==> src/rtl/pi_cmd_pkg.sv <==
// rtl/pi_cmd_pkg.sv - shared types and codes for the Pi command receiver
package pi_cmd_pkg;

   localparam int PI_BUS_W = 6;

   typedef enum logic [2:0] {
      IDLE,
      ISSUE,
      BUSY,
      ACK,
      ERR
   } state_e;

   localparam logic [1:0] AMT_SMALL   = 2'b00;
   localparam logic [1:0] AMT_MED     = 2'b01;
   localparam logic [1:0] AMT_LARGE   = 2'b10;
   localparam logic [1:0] AMT_INVALID = 2'b11;

   localparam logic [2:0] MODE_STOP = 3'b000;

   typedef struct packed {
      logic       req;
      logic [1:0] amount;
      logic [2:0] mode;
   } pi_bus_t;

endpackage

==> src/rtl/pi_cmd_receiver_if.sv <==
// rtl/pi_cmd_receiver_if.sv - dispense command handshake towards the motor stage
interface pi_cmd_receiver_if;

   logic [2:0] cmd_mode;
   logic [1:0] cmd_amount;
   logic       cmd_valid;
   logic       cmd_ready;
   logic       cmd_done;

   modport master (
      output cmd_mode,
      output cmd_amount,
      output cmd_valid,
      input  cmd_ready,
      input  cmd_done
   );

   modport slave (
      input  cmd_mode,
      input  cmd_amount,
      input  cmd_valid,
      output cmd_ready,
      output cmd_done
   );

endinterface

==> src/rtl/pi_cmd_receiver_bus_debounce.sv <==
// rtl/pi_cmd_receiver_bus_debounce.sv - synchroniser and whole-bus stability filter
module bus_debounce #(
   parameter int W             = 6,
   parameter int SYNC_STAGES   = 2,
   parameter int STABLE_CYCLES = 1040,
   parameter int STABLE_W      = 11
) (
   input  logic         clk,
   input  logic         rst,
   input  logic [W-1:0] din,
   output logic [W-1:0] dout,
   output logic [W-1:0] dout_next
);

   localparam logic [STABLE_W-1:0] CNT_LAST = STABLE_W'(STABLE_CYCLES - 1);

   logic [SYNC_STAGES-1:0][W-1:0] sync_q, sync_d;
   logic [STABLE_W-1:0]           cnt_q, cnt_d;
   logic [W-1:0]                  deb_q, deb_d;
   logic                          change;

   // Change is seen as the value entering the last stage, so the counter
   // restarts on the same edge the synchronised bus takes the new value.
   always_comb begin
      sync_d = {sync_q[SYNC_STAGES-2:0], din};
      change = (sync_q[SYNC_STAGES-1] != sync_q[SYNC_STAGES-2]);
      cnt_d  = cnt_q;
      deb_d  = deb_q;
      if (change) begin
         cnt_d = '0;
      end else if (cnt_q != CNT_LAST) begin
         cnt_d = cnt_q + STABLE_W'(1);
      end else begin
         deb_d = sync_q[SYNC_STAGES-1];
      end
   end

   always_ff @(posedge clk) begin
      if (rst) begin
         sync_q <= '0;
         cnt_q  <= '0;
         deb_q  <= '0;
      end else begin
         sync_q <= sync_d;
         cnt_q  <= cnt_d;
         deb_q  <= deb_d;
      end
   end

   assign dout      = deb_q;
   assign dout_next = deb_d;

endmodule

==> src/rtl/pi_cmd_receiver.sv <==
// rtl/pi_cmd_receiver.sv - Pi request/ack front-end issuing one dispense command per request
module pi_cmd_receiver
   import pi_cmd_pkg::*;
#(
   parameter int SYNC_STAGES    = 2,
   parameter int STABLE_CYCLES  = 1040,
   parameter int STABLE_W       = 11,
   parameter int TIMEOUT_CYCLES = 20800000,
   parameter int TIMEOUT_W      = 25
) (
   input  logic               clk,
   input  logic               rst,
   input  logic [2:0]         mode_in,
   input  logic [1:0]         amount_in,
   input  logic               req_in,
   pi_cmd_receiver_if.master  cmd_if,
   output logic [2:0]         jog_mode,
   output logic               ack_out,
   output logic               err_out,
   output logic               busy
);

   localparam logic [TIMEOUT_W-1:0] TMO_LAST = TIMEOUT_W'(TIMEOUT_CYCLES - 1);

   pi_bus_t bus_in, deb_q, deb_next;

   state_e               state_q, state_d;
   logic [TIMEOUT_W-1:0] tmo_q, tmo_d;
   logic [2:0]           cmd_mode_q, cmd_mode_d, jog_q, jog_d;
   logic [1:0]           cmd_amount_q, cmd_amount_d;
   logic                 cmd_valid_q, cmd_valid_d;
   logic                 ack_q, ack_d, err_q, err_d, busy_q, busy_d;
   logic                 unused_next_amount;

   assign bus_in = {req_in, amount_in, mode_in};

   bus_debounce #(
      .W             (PI_BUS_W),
      .SYNC_STAGES   (SYNC_STAGES),
      .STABLE_CYCLES (STABLE_CYCLES),
      .STABLE_W      (STABLE_W)
   ) u_deb (
      .clk       (clk),
      .rst       (rst),
      .din       (bus_in),
      .dout      (deb_q),
      .dout_next (deb_next)
   );

   assign unused_next_amount = ^deb_next.amount;

   always_comb begin
      state_d      = state_q;
      tmo_d        = '0;
      cmd_mode_d   = cmd_mode_q;
      cmd_amount_d = cmd_amount_q;
      unique case (state_q)
         IDLE: begin
            if (deb_q.req) begin
               if (deb_q.amount == AMT_INVALID) begin
                  state_d = ERR;
               end else begin
                  state_d      = ISSUE;
                  cmd_mode_d   = deb_q.mode;
                  cmd_amount_d = deb_q.amount;
               end
            end
         end
         ISSUE: if (cmd_valid_q && cmd_if.cmd_ready) state_d = BUSY;
         // cmd_done takes priority over an expiring timeout
         BUSY: begin
            if (cmd_if.cmd_done)      state_d = ACK;
            else if (tmo_q == TMO_LAST) state_d = ERR;
            else                      tmo_d   = tmo_q + TIMEOUT_W'(1);
         end
         ACK, ERR: if (!deb_q.req) state_d = IDLE;
         default: state_d = IDLE;
      endcase

      cmd_valid_d = (state_d == ISSUE);
      ack_d       = (state_d == ACK);
      err_d       = (state_d == ERR);
      busy_d      = (state_d != IDLE);
      // Jog looks at the debounced value being loaded this edge so it
      // appears together with the deb_* update.
      jog_d = (state_d == IDLE && !deb_next.req) ? deb_next.mode : MODE_STOP;
   end

   always_ff @(posedge clk) begin
      if (rst) begin
         state_q      <= IDLE;
         tmo_q        <= '0;
         cmd_mode_q   <= '0;
         cmd_amount_q <= '0;
         cmd_valid_q  <= 1'b0;
         ack_q        <= 1'b0;
         err_q        <= 1'b0;
         busy_q       <= 1'b0;
         jog_q        <= MODE_STOP;
      end else begin
         state_q      <= state_d;
         tmo_q        <= tmo_d;
         cmd_mode_q   <= cmd_mode_d;
         cmd_amount_q <= cmd_amount_d;
         cmd_valid_q  <= cmd_valid_d;
         ack_q        <= ack_d;
         err_q        <= err_d;
         busy_q       <= busy_d;
         jog_q        <= jog_d;
      end
   end

   assign cmd_if.cmd_mode   = cmd_mode_q;
   assign cmd_if.cmd_amount = cmd_amount_q;
   assign cmd_if.cmd_valid  = cmd_valid_q;
   assign jog_mode          = jog_q;
   assign ack_out           = ack_q;
   assign err_out           = err_q;
   assign busy              = busy_q;

endmodule

==> src/flat_wrapper.sv <==
// flat-port wrapper written by rule: the top's interface ports become plain ports
module pi_cmd_receiver_flat import pi_cmd_pkg::*;
#(
   parameter int SYNC_STAGES    = 2,
   parameter int STABLE_CYCLES  = 1040,
   parameter int STABLE_W       = 11,
   parameter int TIMEOUT_CYCLES = 20800000,
   parameter int TIMEOUT_W      = 25
)
  (clk, rst, mode_in, amount_in, req_in, jog_mode, ack_out, err_out, busy, cmd_if_cmd_mode, cmd_if_cmd_amount, cmd_if_cmd_valid, cmd_if_cmd_ready, cmd_if_cmd_done);
  pi_cmd_receiver_if cmd_if_i ();
  input  logic clk;
  input  logic rst;
  input  logic [2:0] mode_in;
  input  logic [1:0] amount_in;
  input  logic req_in;
  output logic [2:0] jog_mode;
  output logic ack_out;
  output logic err_out;
  output logic busy;
  output wire logic [$bits(cmd_if_i.cmd_mode)-1:0] cmd_if_cmd_mode;
  output wire logic [$bits(cmd_if_i.cmd_amount)-1:0] cmd_if_cmd_amount;
  output wire logic [$bits(cmd_if_i.cmd_valid)-1:0] cmd_if_cmd_valid;
  input wire logic [$bits(cmd_if_i.cmd_ready)-1:0] cmd_if_cmd_ready;
  input wire logic [$bits(cmd_if_i.cmd_done)-1:0] cmd_if_cmd_done;
  assign cmd_if_cmd_mode = cmd_if_i.cmd_mode;
  assign cmd_if_cmd_amount = cmd_if_i.cmd_amount;
  assign cmd_if_cmd_valid = cmd_if_i.cmd_valid;
  assign cmd_if_i.cmd_ready = cmd_if_cmd_ready;
  assign cmd_if_i.cmd_done = cmd_if_cmd_done;
  pi_cmd_receiver #(.SYNC_STAGES(SYNC_STAGES), .STABLE_CYCLES(STABLE_CYCLES), .STABLE_W(STABLE_W), .TIMEOUT_CYCLES(TIMEOUT_CYCLES), .TIMEOUT_W(TIMEOUT_W)) u_core (.clk(clk), .rst(rst), .mode_in(mode_in), .amount_in(amount_in), .req_in(req_in), .cmd_if(cmd_if_i), .jog_mode(jog_mode), .ack_out(ack_out), .err_out(err_out), .busy(busy));
endmodule
==> config.mk <==
export PLATFORM = sky130hd
export DESIGN_NAME = pi_cmd_receiver_flat
export DESIGN_NICKNAME = d
export VERILOG_FILES = /design/src/rtl/pi_cmd_pkg.sv /design/src/rtl/pi_cmd_receiver_if.sv /design/src/rtl/pi_cmd_receiver_bus_debounce.sv /design/src/rtl/pi_cmd_receiver.sv /design/src/flat_wrapper.sv
export SDC_FILE = /design/constraint.sdc
export NUM_CORES = 1
export LEC_CHECK = 0
export CAP_MARGIN = 30
export CORE_MARGIN = 2
export CORE_UTILIZATION = 57
export DETAILED_ROUTE_END_ITERATION = 10
export PLACE_DENSITY_LB_ADDON = 0.25
export REMOVE_ABC_BUFFERS = 1
export SLEW_MARGIN = 20
export SYNTH_ARGS = -nofsm -noshare
export SYNTH_HDL_FRONTEND = slang
export SYNTH_SLANG_ARGS = --single-unit
export TNS_END_PERCENT = 100
==> constraint.sdc <==
create_clock -name clk -period 2.45 [get_ports clk]
set_input_delay 0.49 -clock clk [delete_from_list [all_inputs] [get_ports clk]]
set_output_delay 0.49 -clock clk [all_outputs]
set_load 0.02 [all_outputs]
# Word-level counts from Yosys, hierarchy flattened
# Cells that the tools add are included.
# Widths: inputs -> output; s select.
# op_classes
muxes	9
n_reduce_logical	12
add_sub_neg	2
shift	0
bitwise_logic	5
mul	0
eq_ne	11
div_mod_pow	0
order_cmp	0
# ops
operator	n
$add 25x1->25 const B	1
$eq 25x25->1 const B	1
$mux 3	6
$mux 6	2
$pmux 3 s4	1
$add 11x1->11 const B	1
$ne 11x11->1 const B	1
$eq 3x2->1 const B	3
$eq 3x1->1 const B	2
$eq 3x3->1 const B	2
$logic_not 3->1	2
$ne 6x6->1	1
$reduce_or 2->1	3
$not 1->1	5
$reduce_or 4->1	1
$reduce_and 3->1	1
$reduce_bool 3->1	1
$eq 2x2->1 const B	1
$logic_and 1x1->1	2
$reduce_and 2->1	1
$logic_not 1->1	1
# totals
wordCells	53
register_bits	69
in_bits	10
romBits	0
out_inout_bits	12
mem_bits_rw	0
memories	0
latchBits	0

# Longest topological paths before layout
# logic_depth
depth_word	8
depth_mapped	8
depth_no_buf	6

# Hierarchy
# A second synthesis with hierarchy kept.
# hier_totals
hier_cells	314
hier_area_um2	3005.4
# modules_own_cells
mod	cells_each	area_per_inst_um2	n_inst
pi_cmd_receiver	191	1706.6	1
bus_debounce	123	1298.7	1

# Worst setup path after synthesis
# OpenSTA, ideal clock, no wires.
# synth_timing
path_kind	register -> register
from	register u_core.u_deb.cnt_q[0]
to	register u_core.jog_q[0] (netlist: u_core.jog_mode[0])
synth_period_minus_slack_ns	1.866
path_buffers	0
stages_incl_launch_ff	7
required_ns	2.358
setup_ns	0.092
arrival_time_ns	1.774
slack_ns	0.584
path_cell_list	dfxtp_1 > ha_1 > and3_1 > nand3_1 > nor3_4 > mux2_2 > nor4_1
# synth_via
elab_chain_len	7
# synth_rtl
element	line	rtl
start, declared	pi_cmd_receiver_bus_debounce.sv:18	logic [STABLE_W-1:0] cnt_q, cnt_d;
start signal, assigned	pi_cmd_receiver_bus_debounce.sv:45	cnt_q <= cnt_d;
$ne 11x11->1 (*)	pi_cmd_receiver_bus_debounce.sv:31	end else if (cnt_q != CNT_LAST) begin
$mux 6 (*)	pi_cmd_receiver_bus_debounce.sv:31	
$mux 6 (*)	pi_cmd_receiver_bus_debounce.sv:29	if (change) begin
$logic_not 1->1	pi_cmd_receiver.sv:86	jog_d = (state_d == IDLE && !deb_next.req) ? deb_next.mode : MODE_STOP;
$logic_and 1x1->1	pi_cmd_receiver.sv:86	
$not 1->1 (no source line)	--	
$reduce_or 2->1 (no source line)	--	
end signal, assigned	pi_cmd_receiver.sv:109	jog_q <= jog_d;
end, declared	pi_cmd_receiver.sv:29	logic [2:0] cmd_mode_q, cmd_mode_d, jog_q, jog_d;
# Every way passes the cells marked *; elsewhere a longest branch is shown, timed or not.
# A chain may end at the register's enable or synchronous reset.

# Worst setup path in the final report
# layout_timing
from	register u_core.tmo_q[0]
to	register u_core.jog_q[0] (netlist: u_core.jog_mode[0])
# layout_via
elab_chain_len	8
# layout_rtl
element	line	rtl
start, declared	pi_cmd_receiver.sv:28	logic [TIMEOUT_W-1:0] tmo_q, tmo_d;
start signal, assigned	pi_cmd_receiver.sv:102	tmo_q <= tmo_d;
$eq 25x25->1	pi_cmd_receiver.sv:73	else if (tmo_q == TMO_LAST) state_d = ERR;
$mux 3	pi_cmd_receiver.sv:73	
$mux 3	pi_cmd_receiver.sv:72	if (cmd_if.cmd_done) state_d = ACK;
$pmux 3 s4	pi_cmd_receiver.sv:57	unique case (state_q)
$logic_not 3->1	pi_cmd_receiver.sv:86	
$logic_and 1x1->1	pi_cmd_receiver.sv:86	
$not 1->1 (no source line)	--	
$reduce_or 2->1 (no source line)	--	
# No other way between the ends.

==> impl_metrics.ini <==
[setup_path]
cp.arrival_ns = 2.16
start_kind = flip-flop
cp-end-kind = flip-flop
slowest_stage = dfxtp_1
worstPathMaxFanout = 4
cpMostUsedCell = nand3_1
slowest_delay_ns = 0.38
worstSetupPathType = reg2reg
cp_cell_sequence = ha_1 > nand3_1 > nor3_1 > nand3_1 > a211o_1 > nor4_1
worstPathRequired_ns = 2.70

[power]
p_per_area_mw_per_mm2 = 680
leakagePower_nw = 1.15
power_mw = 2.20
ir_worst_vdd_mv = 0.613

[timing]
slew_violations = 0
setup_slack_ns = 0.540
tns_ns = 0
worst_slew_pin_slew_ns = 0.583
rsz0062_at_grt = no
setup-violations-final = 0
hold_violations = 0
fin_crit_ns = 1.91
slew_headroom = 0.608
period_share = 0.780
timing.hold.ws_ns = 0.470
skew_ns = 0.0104
max_freq_mhz = 523

[global_routing]
global_route.usage.total = 0.209
gr-total-overflow = 0
grt_max_degree = 32
grt_antenna_before_repair = 0
grt_pass1_wl_microns = 8450
grt_pass1_vias = 1890

[clock_tree]
cts_buffer_depth = 2
cts_tree = built
ctsHoldBuffers = 0
clk_latency_ns = 0.34
numClockSinks = 69
cts_buffers = 9
cts_setup_buffers = 0
htree_levels = 3
clockRootBuffer = clkbuf_8
cts_resized = 0
clkTransAtPathRegs_ns = 0.07

[floorplanning]
die_w_microns = 73.3
die_area_sq_mm = 0.00537
num_io_pins = 22
die_h_microns = 73.3
row_count = 25
core_sq_mm = 0.00466
start_util = 0.587

[yosys]
postSynthAreaPerCell_sq_um = 9.46
synthCells = 289
yosys_register_bits = 69
synth_edf_count = 0
synth.top_cell.area_share = 0.505
synthTopCellsByCount = 69 x dfxtp_1, 56 x nor2_1, 20 x xnor2_1
synth_top_cell_by_area = dfxtp_1
ys_top_cells_by_area = dfxtp_1 51%, nor2_1 7.7%, xnor2_1 6.4%, xor2_1 5.1%, mux2i_1 4.0%
ys_warn_count = 0
synth_ff_type = dfxtp_1
synth_most_common_cell = dfxtp_1
synth_area_sq_mm = 0.00273
synth.distinct_cells = 34
async_reset_ff_frac = 0
ys_seq_area_frac = 0.505

[flow_run]
cap_violations = 0

[final_layout]
nNetsFinal = 329
fillers = 351
multi_input_area_sq_mm = 0.00132
regArea_sq_mm = 0.00138
drive_above_1_share = 0.0776
syn_to_final_growth_pct = 18.2
antenna_cells = 0

[drt]
vias = 2032
drcViolationCount = 0
totalWireLength_microns = 4960
dr.pass1.iters = 4
drt_iter0_drc = 72
ant_nets = 0
vias_per_cell = 5.40
wl_per_cell_microns = 13.2

[placed_design]
numPortBuffers = 21
place.gp.congestion = 0.797
dp_slack_ns = 0.228
dp_hpwl_microns = 3480

[min_path]
min_path_type = reg2reg

[outcome]
status = finished, final reports clean
-- layout by cell type (no fill, tap or decap), types with 2 or more instances in the layout --
cell              n
clkdlybuf4s50_1  21
nor2_1           56
nor3_1            7
a211oi_1          2
nand3_1          13
nor2b_1          14
o21ai_0           2
mux2i_1          11
buf_4             4
nand4_1          11
a21oi_1           5
or3_1             4
mux2_2            2
clkbuf_8         10
xnor2_1          20
dfxtp_1          69
nand2b_1          2
bufinv_16         2
nor4_1            5
xor2_1           16
and4_1            3
nand2_1          14
clkinv_2          2
ha_1              2
nor4b_1           2
and2_1            4
and3_1            7
-- routing by layer --
layer / track usage / wire length (microns)
met5: 0 / 0
met4: 0.0617 / 53
met3: 0.0960 / 254
met2: 0.325 / 2330
met1: 0.260 / 2320
-- through the flow --
step	instances	utilization	cell area [sq um]
floorplan	281	-	2700
global placement	360	0.645	3010
detailed placement	360	0.645	3010
CTS	376	0.693	3230
global route	376	0.693	3230
finish	376	0.693	3230
-- sequential cells by signal (all words and copies together), names as in the netlist, 2 cells and up --
name / flops
u_core.state_q: 3
u_core.u_deb.dout: 6
u_core.cmd_if.cmd_amount: 2
u_core.u_deb.cnt_q: 11
u_core.u_deb.sync_d: 6
u_core.jog_mode: 3
u_core.tmo_q: 25
u_core.cmd_if.cmd_mode: 3
u_core.u_deb.sync_q: 6
-- area by class of cell --
class                           instances  area share
Clock buffer                           10      0.0426
Clock inverter                          6      0.0267
Inverter                                1     0.00116
Multi-Input combinational cell        211       0.407
Sequential cell                        69       0.427
Tap cell                               54      0.0209
Timing Repair Buffer                   25      0.0743
-- cells by family (layout without fill, tap and decap cells) --
| logic type | Yosys count | in the layout | share of synthesized area |
|---|---|---|---|
| and+or+nand+nor | 146 | 146 | 0.276 |
| DFF | 69 | 69 | 0.505 |
| xor gates and xnor gates | 36 | 36 | 0.115 |
| AOI/OAI and AO/OA | 14 | 14 | 0.0325 |
| muxes | 13 | 13 | 0.0485 |
| buffers and inverters | 9 | 42 | 0.0137 |
| adders and majority gates | 2 | 2 | 0.00915 |
-- where the power goes --
group	leakage, nW	switching (mW)	internal, mW
combinational	0.481	0.0233	0.0281
sequential	0.558	0.00711	1.13
clock	0.112	0.410	0.598
-- worst paths after layout --
kind,slack [ns],depth (start not counted),endpoint,startpoint
worst max-delay path,0.54,6,u_core.jog_mode[0]$_SDFF_PP0_,u_core.tmo_q[0]$_SDFF_PP0_
worst min-delay path,0.47,1,u_core.tmo_q[0]$_SDFF_PP0_,u_core.tmo_q[0]$_SDFF_PP0_
worst max register to register,0.54,6,u_core.jog_mode[0]$_SDFF_PP0_,u_core.tmo_q[0]$_SDFF_PP0_
worst min register to register,0.47,1,u_core.tmo_q[0]$_SDFF_PP0_,u_core.tmo_q[0]$_SDFF_PP0_
-- critical path: cells and delay by family (launching register included) --
kind / cells / cell delay (ns)
AOI/OAI and AO/OA: 1 / 0.36
DFF: 1 / 0.38
adders and majority gates: 1 / 0.20
and+or+nand+nor: 4 / 0.87
Note: power is estimated with default switching activity, not from simulation.
